===== src/rtl/rr_reg_arbiter_pkg.sv =====
// rtl/rr_reg_arbiter_pkg.sv - shared types and helpers for the round-robin register arbiter
// Purpose: FSM state encoding and an index-width helper shared by the
//          arbiter top, its priority picker and its bus interface.
// Ports:   none (package)
package rr_reg_arb_pkg;

   typedef enum logic {
      ST_IDLE = 1'b0,
      ST_BUSY = 1'b1
   } st_t;

   // Width of an index into n items; never below one bit.
   function automatic int idx_w(input int n);
      return (n > 1) ? $clog2(n) : 1;
   endfunction

endpackage


===== src/rtl/rr_reg_arbiter_if.sv =====
// rtl/rr_reg_arbiter_if.sv - requester-side bus of the round-robin register arbiter
// Purpose: bundles the requester handshake, write path and grant/status outputs.
// Ports (signals):
//   req[N_REQ]        requester i wants/keeps ownership
//   wr_en[N_REQ]      per-requester write strobe
//   wr_data[N_REQ*DW] requester i data in bits [i*DW +: DW]
//   gnt[N_REQ]        one-hot ownership grant
//   owner_id          index of current owner (valid while busy)
//   busy              a grant is held
//   timeout           one-cycle pulse when an owner is preempted
//   q[DW]             shared register contents
// Modports: master = requester side, slave = arbiter side.
interface rr_reg_arbiter_if
   import rr_reg_arb_pkg::*;
#(
   parameter int N_REQ = 4,
   parameter int DW    = 8
) ();

   localparam int IW = idx_w(N_REQ);

   logic [N_REQ-1:0]    req;
   logic [N_REQ-1:0]    wr_en;
   logic [N_REQ*DW-1:0] wr_data;
   logic [N_REQ-1:0]    gnt;
   logic [IW-1:0]       owner_id;
   logic                busy;
   logic                timeout;
   logic [DW-1:0]       q;

   modport master (
      output req, wr_en, wr_data,
      input  gnt, owner_id, busy, timeout, q
   );

   modport slave (
      input  req, wr_en, wr_data,
      output gnt, owner_id, busy, timeout, q
   );

endinterface


===== src/rtl/rr_reg_arbiter_pick.sv =====
// rtl/rr_reg_arbiter_pick.sv - rotating-priority first-one search
// Purpose: finds the first asserted request scanning ptr, ptr+1, ... (mod N_REQ).
// Ports:
//   req[N_REQ]  in   request vector
//   ptr         in   highest-priority index
//   found       out  at least one request is set
//   idx         out  index of the winning request (0 when none)
module rr_pick
   import rr_reg_arb_pkg::*;
#(
   parameter int N_REQ = 4
) (
   input  logic [N_REQ-1:0]          req,
   input  logic [idx_w(N_REQ)-1:0]   ptr,
   output logic                      found,
   output logic [idx_w(N_REQ)-1:0]   idx
);

   localparam int IW = idx_w(N_REQ);

   logic [IW:0] pos;

   // Scan from the lowest priority upward so the last hit written is the
   // highest-priority one.
   always_comb begin
      found = 1'b0;
      idx   = '0;
      pos   = '0;
      for (int k = N_REQ - 1; k >= 0; k--) begin
         pos = {1'b0, ptr} + (IW+1)'(k);
         if (pos >= (IW+1)'(N_REQ)) begin
            pos = pos - (IW+1)'(N_REQ);
         end
         if (req[pos[IW-1:0]]) begin
            found = 1'b1;
            idx   = pos[IW-1:0];
         end
      end
   end

endmodule


===== src/rtl/rr_reg_arbiter.sv =====
// rtl/rr_reg_arbiter.sv - round-robin arbitrated shared register with hold cap
// Purpose: grants one requester at a time exclusive write access to a DW-bit
//          register; ownership ends on release or after HOLD_MAX cycles.
// Ports:
//   clk   in   rising-edge clock
//   rst   in   synchronous active-high reset
//   bus   slave modport of rr_reg_arbiter_if (req/wr_en/wr_data in,
//         gnt/owner_id/busy/timeout/q out)
module rr_reg_arbiter
   import rr_reg_arb_pkg::*;
#(
   parameter int N_REQ    = 4,
   parameter int DW       = 8,
   parameter int HOLD_MAX = 4
) (
   input logic              clk,
   input logic              rst,
   rr_reg_arbiter_if.slave  bus
);

   localparam int              IW        = idx_w(N_REQ);
   localparam int              HW        = $clog2(HOLD_MAX + 1);
   localparam logic [HW-1:0]   HOLD_LAST = HW'(HOLD_MAX - 1);
   localparam logic [IW-1:0]   LAST_IDX  = IW'(N_REQ - 1);

   st_t            st, st_n;
   logic [IW-1:0]  owner, owner_n;
   logic [IW-1:0]  ptr, ptr_n;
   logic [IW-1:0]  next_ptr;
   logic [HW-1:0]  hold, hold_n;
   logic           to_r, to_n;
   logic [DW-1:0]  q_r, q_n;
   logic           pick_found;
   logic [IW-1:0]  pick_idx;
   logic [DW-1:0]  wr_slice [N_REQ];

   for (genvar g = 0; g < N_REQ; g++) begin : g_slice
      assign wr_slice[g] = bus.wr_data[g*DW +: DW];
   end

   rr_pick #(.N_REQ(N_REQ)) u_pick (
      .req   (bus.req),
      .ptr   (ptr),
      .found (pick_found),
      .idx   (pick_idx)
   );

   // Priority moves just past the owner that is giving up the register.
   assign next_ptr = (owner == LAST_IDX) ? '0 : owner + 1'b1;

   always_comb begin
      st_n    = st;
      owner_n = owner;
      ptr_n   = ptr;
      hold_n  = hold;
      to_n    = 1'b0;
      q_n     = q_r;
      case (st)
         ST_IDLE: begin
            if (pick_found) begin
               st_n    = ST_BUSY;
               owner_n = pick_idx;
               hold_n  = '0;
            end
         end
         ST_BUSY: begin
            if (!bus.req[owner]) begin
               // Release wins over a simultaneous timeout; its write is dropped.
               st_n  = ST_IDLE;
               ptr_n = next_ptr;
            end else begin
               if (bus.wr_en[owner]) begin
                  q_n = wr_slice[owner];
               end
               if (hold == HOLD_LAST) begin
                  st_n  = ST_IDLE;
                  ptr_n = next_ptr;
                  to_n  = 1'b1;
               end else begin
                  hold_n = hold + 1'b1;
               end
            end
         end
         default: st_n = ST_IDLE;
      endcase
   end

   always_ff @(posedge clk) begin
      if (rst) begin
         st    <= ST_IDLE;
         owner <= '0;
         ptr   <= '0;
         hold  <= '0;
         to_r  <= 1'b0;
         q_r   <= '0;
      end else begin
         st    <= st_n;
         owner <= owner_n;
         ptr   <= ptr_n;
         hold  <= hold_n;
         to_r  <= to_n;
         q_r   <= q_n;
      end
   end

   // Grant is derived from state and owner so it is one-hot and zero in IDLE
   // by construction.
   assign bus.gnt      = (st == ST_BUSY) ? (N_REQ'(1) << owner) : '0;
   assign bus.busy     = (st == ST_BUSY);
   assign bus.owner_id = owner;
   assign bus.timeout  = to_r;
   assign bus.q        = q_r;

endmodule


===== src/flat_wrapper.sv =====
// flat-port wrapper written by rule: the top's interface ports become plain ports
module rr_reg_arbiter_flat import rr_reg_arb_pkg::*;
#(
   parameter int N_REQ    = 4,
   parameter int DW       = 8,
   parameter int HOLD_MAX = 4
)
  (clk, rst, bus_req, bus_wr_en, bus_wr_data, bus_gnt, bus_owner_id, bus_busy, bus_timeout, bus_q);
  rr_reg_arbiter_if #(.N_REQ(N_REQ), .DW(DW)) bus_i ();
  input logic clk;
  input logic rst;
  input wire logic [$bits(bus_i.req)-1:0] bus_req;
  input wire logic [$bits(bus_i.wr_en)-1:0] bus_wr_en;
  input wire logic [$bits(bus_i.wr_data)-1:0] bus_wr_data;
  output wire logic [$bits(bus_i.gnt)-1:0] bus_gnt;
  output wire logic [$bits(bus_i.owner_id)-1:0] bus_owner_id;
  output wire logic [$bits(bus_i.busy)-1:0] bus_busy;
  output wire logic [$bits(bus_i.timeout)-1:0] bus_timeout;
  output wire logic [$bits(bus_i.q)-1:0] bus_q;
  assign bus_i.req = bus_req;
  assign bus_i.wr_en = bus_wr_en;
  assign bus_i.wr_data = bus_wr_data;
  assign bus_gnt = bus_i.gnt;
  assign bus_owner_id = bus_i.owner_id;
  assign bus_busy = bus_i.busy;
  assign bus_timeout = bus_i.timeout;
  assign bus_q = bus_i.q;
  rr_reg_arbiter #(.N_REQ(N_REQ), .DW(DW), .HOLD_MAX(HOLD_MAX)) u_core (.clk(clk), .rst(rst), .bus(bus_i));
endmodule

===== config.mk =====
export PLATFORM = sky130hd
export DESIGN_NAME = rr_reg_arbiter_flat
export DESIGN_NICKNAME = d
export VERILOG_FILES = /design/src/rtl/rr_reg_arbiter_pkg.sv /design/src/rtl/rr_reg_arbiter_if.sv /design/src/rtl/rr_reg_arbiter_pick.sv /design/src/rtl/rr_reg_arbiter.sv /design/src/flat_wrapper.sv
export SDC_FILE = /design/constraint.sdc
export NUM_CORES = 1
export LEC_CHECK = 0
export CAP_MARGIN = 15
export CORE_UTILIZATION = 41
export CTS_CLUSTER_SIZE = 24
export DETAILED_ROUTE_END_ITERATION = 10
export PLACE_DENSITY = 0.8
export REMOVE_ABC_BUFFERS = 1
export SYNTH_ARGS = -nofsm -noshare
export SYNTH_HDL_FRONTEND = slang
export SYNTH_HIERARCHICAL = 1
export SYNTH_SLANG_ARGS = --single-unit

===== constraint.sdc =====
create_clock -name clk -period 2.05 [get_ports clk]
set_clock_uncertainty 0.15 [all_clocks]
set_input_delay 0.205 -clock clk [delete_from_list [all_inputs] [get_ports clk]]
set_output_delay 0.205 -clock clk [all_outputs]
set_load 0.01 [all_outputs]

==> impl_results.md <==
* Status: completed
* Worst hold path class: reg -> reg
* Pre-Repair DR Iteration Count at 4
* RD Place Congestion at 0.824
* CTS tree: yes
* Overflow after GRT at 0
* Cell count of the worst reg-to-reg path at 6
* Worst Tran Pin Value at 0.392 ns
* Worst Setup Start Kind: register
* Top cells by area, synth: dfxtp_1 28%, mux4_1 11%, mux4_2 7.4%
* Clock power share at 22.1%
* Skew-Pair Late Insertion Delay at 0.29 ns
* Hold Path Stages at 1
* Internal power component at 0.000611 W
* Initial antenna violation count at 0
* Largest net degree at the start of global routing at 17
* Min-Delay Endpoint: u_core/hold[2]$_SDFFE_PP0P_
* Adder-cell share of the synthesized area at 6.17%
* XOR/XNOR Fraction of Synth Area at 0%
* R2r endpoint: u_core/ptr[1]$_SDFFE_PP0P_
* PwrDens at 461 nW/µm²
* Gr busiest metal: met2
* Die height at 56.5 µm
* Met3 Resource Use GR at 4.15%
* Final min period at 1.96 ns
* Mapped Area at 1220 µm²
* Die X at 56.5 µm
* Placeable Area at 2780 µm²
* DRC violations left at 0
* CTS H-Tree Depth at 1
* Final period utilization at 95.7%
* HPWL Detailed at 2540 µm
* Achievable frequency at 510 MHz
* # setup viols final at 0
* Power after layout at 0.000858 W
* # clock sinks at 17
* # rows at 19
* Vias in the first global route at 1,232
* ANT nets after route at 0
* P_leak at 0.736 nW
* Commonest non-fill, non-tap cell in the layout: clkdlybuf4s50_1
* Fillers at 229
* Switching pwr at 0.000247 W
* Synth top area share at 28.0%
* IO Count at 58
* Root buffer cell: clkbuf_4
* Syn. warnings at 6
* Max incr delay on CP at 0.47 ns
* Crit path max-delay cell type: clkdlybuf4s50_1
* Hold Startpoint: u_core/hold[2]$_SDFFE_PP0P_
* Sequential share of power at 43.1%
* Leading area contributor after synthesis: dfxtp_1
* Final hold viol count at 0
* Post-synthesis mux area share at 21.5%
* Complex-gate fraction of the synthesized area at 20.8%
* Min Hold Slack at 0.347 ns
* CP Cell Sequence: inv_1, ha_1, and2_1, clkdlybuf4s50_1
* Max Slew Vio Count at 0
* Cell variety after synth at 35
* Crit. End Element: output pin
* Comb pwr share at 34.8%
* Post-Syn Instances at 116
* Leading cell types in the layout, fill and taps excluded: 57 x clkdlybuf4s50_1, 15 x dfxtp_1, 10 x nor2_1
* Initial Utilization at 43.8%
* Final core utilization at 66.9%
* Vias per inst at 5.58
* CP arrival at 1.61 ns
* Detailed Route WL at 3260 µm
* Crit Path Max Fanout at 8
* Sw Ratio at 28.8%
* Setup repair after global routing missed its margin: false
* Antenna diode count at 0
* CTS buffer count at 3
* Gr usage total at 22.4%
* NumNets Final at 226
* Clock Pin Slew Worst Setup and Hold Paths at 0.10 ns
* Met1 Track Usage GR at 27.2%
* Synthesized area per cell at 10.5 µm²
* Total die area at 3190 µm²
* Sequential share of the synthesized area at 28.0%
* First-pass GRT wire length at 5590 µm
* Routed wire per std cell at 15.7 µm
* Initial DRC count at 21
* Port bufs at 57
* Main combinational cell family by area after synthesis: multiplexers
* Simple-Gate Fraction of Synth Area at 18.5%
* Worst reg2reg path startpoint: u_core/hold[0]$_SDFFE_PP0P_
* Met2 Resource Use GR at 40.0%
* Clock Tree Buf Depth at 2
* Setup CP Type: reg -> out
* Yosys reg bits at 17
* Share of cells above drive strength 1 at 18.1%
* Worst Path Required at 1.69 ns
* DR vias at 1,161
* R2R Setup Slk at 0.14 ns
* Max rail drop VDD at 0.439 mV
* Area Overhead vs Synth at 52.9%
* Max Cap Viol at 0
* Max_slew headroom at 73.8%
* Cts hold-fix bufs at 0
==> power by group through the flow <==
stage | Combinational, W | Clock (W) | Sequential [W]
CTS | 0.000295 | 0.000198 | 0.000373
floorplan | 0.000125 | 0 | 0.000386
detailed placement | 0.000293 | 0 | 0.000380
global route | 0.000325 | 0.000213 | 0.000374
global placement | 0.000286 | 0 | 0.000378
finish | 0.000299 | 0.000189 | 0.000370
==> worst max path at each step <==
stage,from,endpoint,slack [ns]
6_report,u_core/bus.owner_id[1]$_SDFFE_PP0P_,bus_gnt[1],0.09
5_1_grt,u_core/bus.owner_id[1]$_SDFFE_PP0P_,bus_gnt[0],0.003
4_1_cts,u_core/bus.owner_id[1]$_SDFFE_PP0P_,bus_gnt[1],0.01
3_5_place_dp,u_core/bus.owner_id[0]$_SDFFE_PP0P_,u_core/bus.q[0]$_SDFFE_PP0P_,0.02
3_3_place_gp,bus_req[3],u_core/bus.q[7]$_SDFFE_PP0P_,0.09
2_1_floorplan,u_core/bus.owner_id[0]$_SDFFE_PP0P_,u_core/bus.q[4]$_SDFFE_PP0P_,-0.05
==> timing repair <==
item	4_1_cts	5_1_grt
pin swaps	0	0
gates cloned	0	0
setup endpoints to repair	5	4
buffers inserted	0	1
resized for setup	3	1
==> flip-flops by register name, indices dropped and copies added, names as in the netlist <==
name,cells
u_core/hold,3
u_core/bus.owner_id,2
u_core/bus.busy,1
u_core/bus.timeout,1
u_core/bus.q,8
u_core/ptr,2
==> layer usage <==
metal	part of all wire, %	vias up	routed length [µm]
li1	-	559	-
met1	43	557	1400
met2	50	40	1630
met3	5.9	5	192
met4	1.0	0	34
met5	0	-	0
==> logic make-up after synthesis <==
family,Yosys count
and+or+nand+nor,39
AOI/OAI and AO/OA,31
muxes,13
adders and majority gates,6
buffers and inverters,10
DFF,17
==> per-stage QoR <==
step	TNS, ns	cell area, µm²	setup slack [ns]	std cells
after floorplan	-0.285	1170	-0.0523	109
after global placement	0	1820	0.0932	203
after detailed placement	0	1820	0.0240	203
after CTS	0	1850	0.0144	207
after global routing	0	1860	0.00324	208
final	0	1860	0.0889	208
==> critical path: cells and delay by family, from the launching register on <==
kind | cells | cell delay, ns
and+or+nand+nor | 1 | 0.15
DFF | 1 | 0.43
adders and majority gates | 1 | 0.18
buffers and inverters | 2 | 0.56
==> cell usage after synthesis, drive strengths merged <==
master,instances
buf,5
o221ai,1
or2,1
o22a,1
inv,3
o21ai,1
and3,8
o41ai,1
o211ai,2
mux4,9
o21ba,8
nor2b,1
a31o,1
ha,6
a21oi,5
dfxtp,17
nand2b,7
o22ai,1
nor3b,2
clkbuf,2
a21boi,8
nand3b,1
nor2,10
a211oi,2
nor4,1
nand2,3
mux2i,4
and2,4
or3,1
==> final cells by class <==
cell class / count / area (µm²) / area share (%)
inverters: 3 / 11.3 / 0.605
clock buffers: 4 / 26.3 / 1.41
multi-input cells: 89 / 815 / 43.7
repair buffers: 64 / 623 / 33.5
flip-flops and latches: 17 / 348 / 18.7
well taps: 31 / 38.8 / 2.08
(Power assumes the default switching activity.)
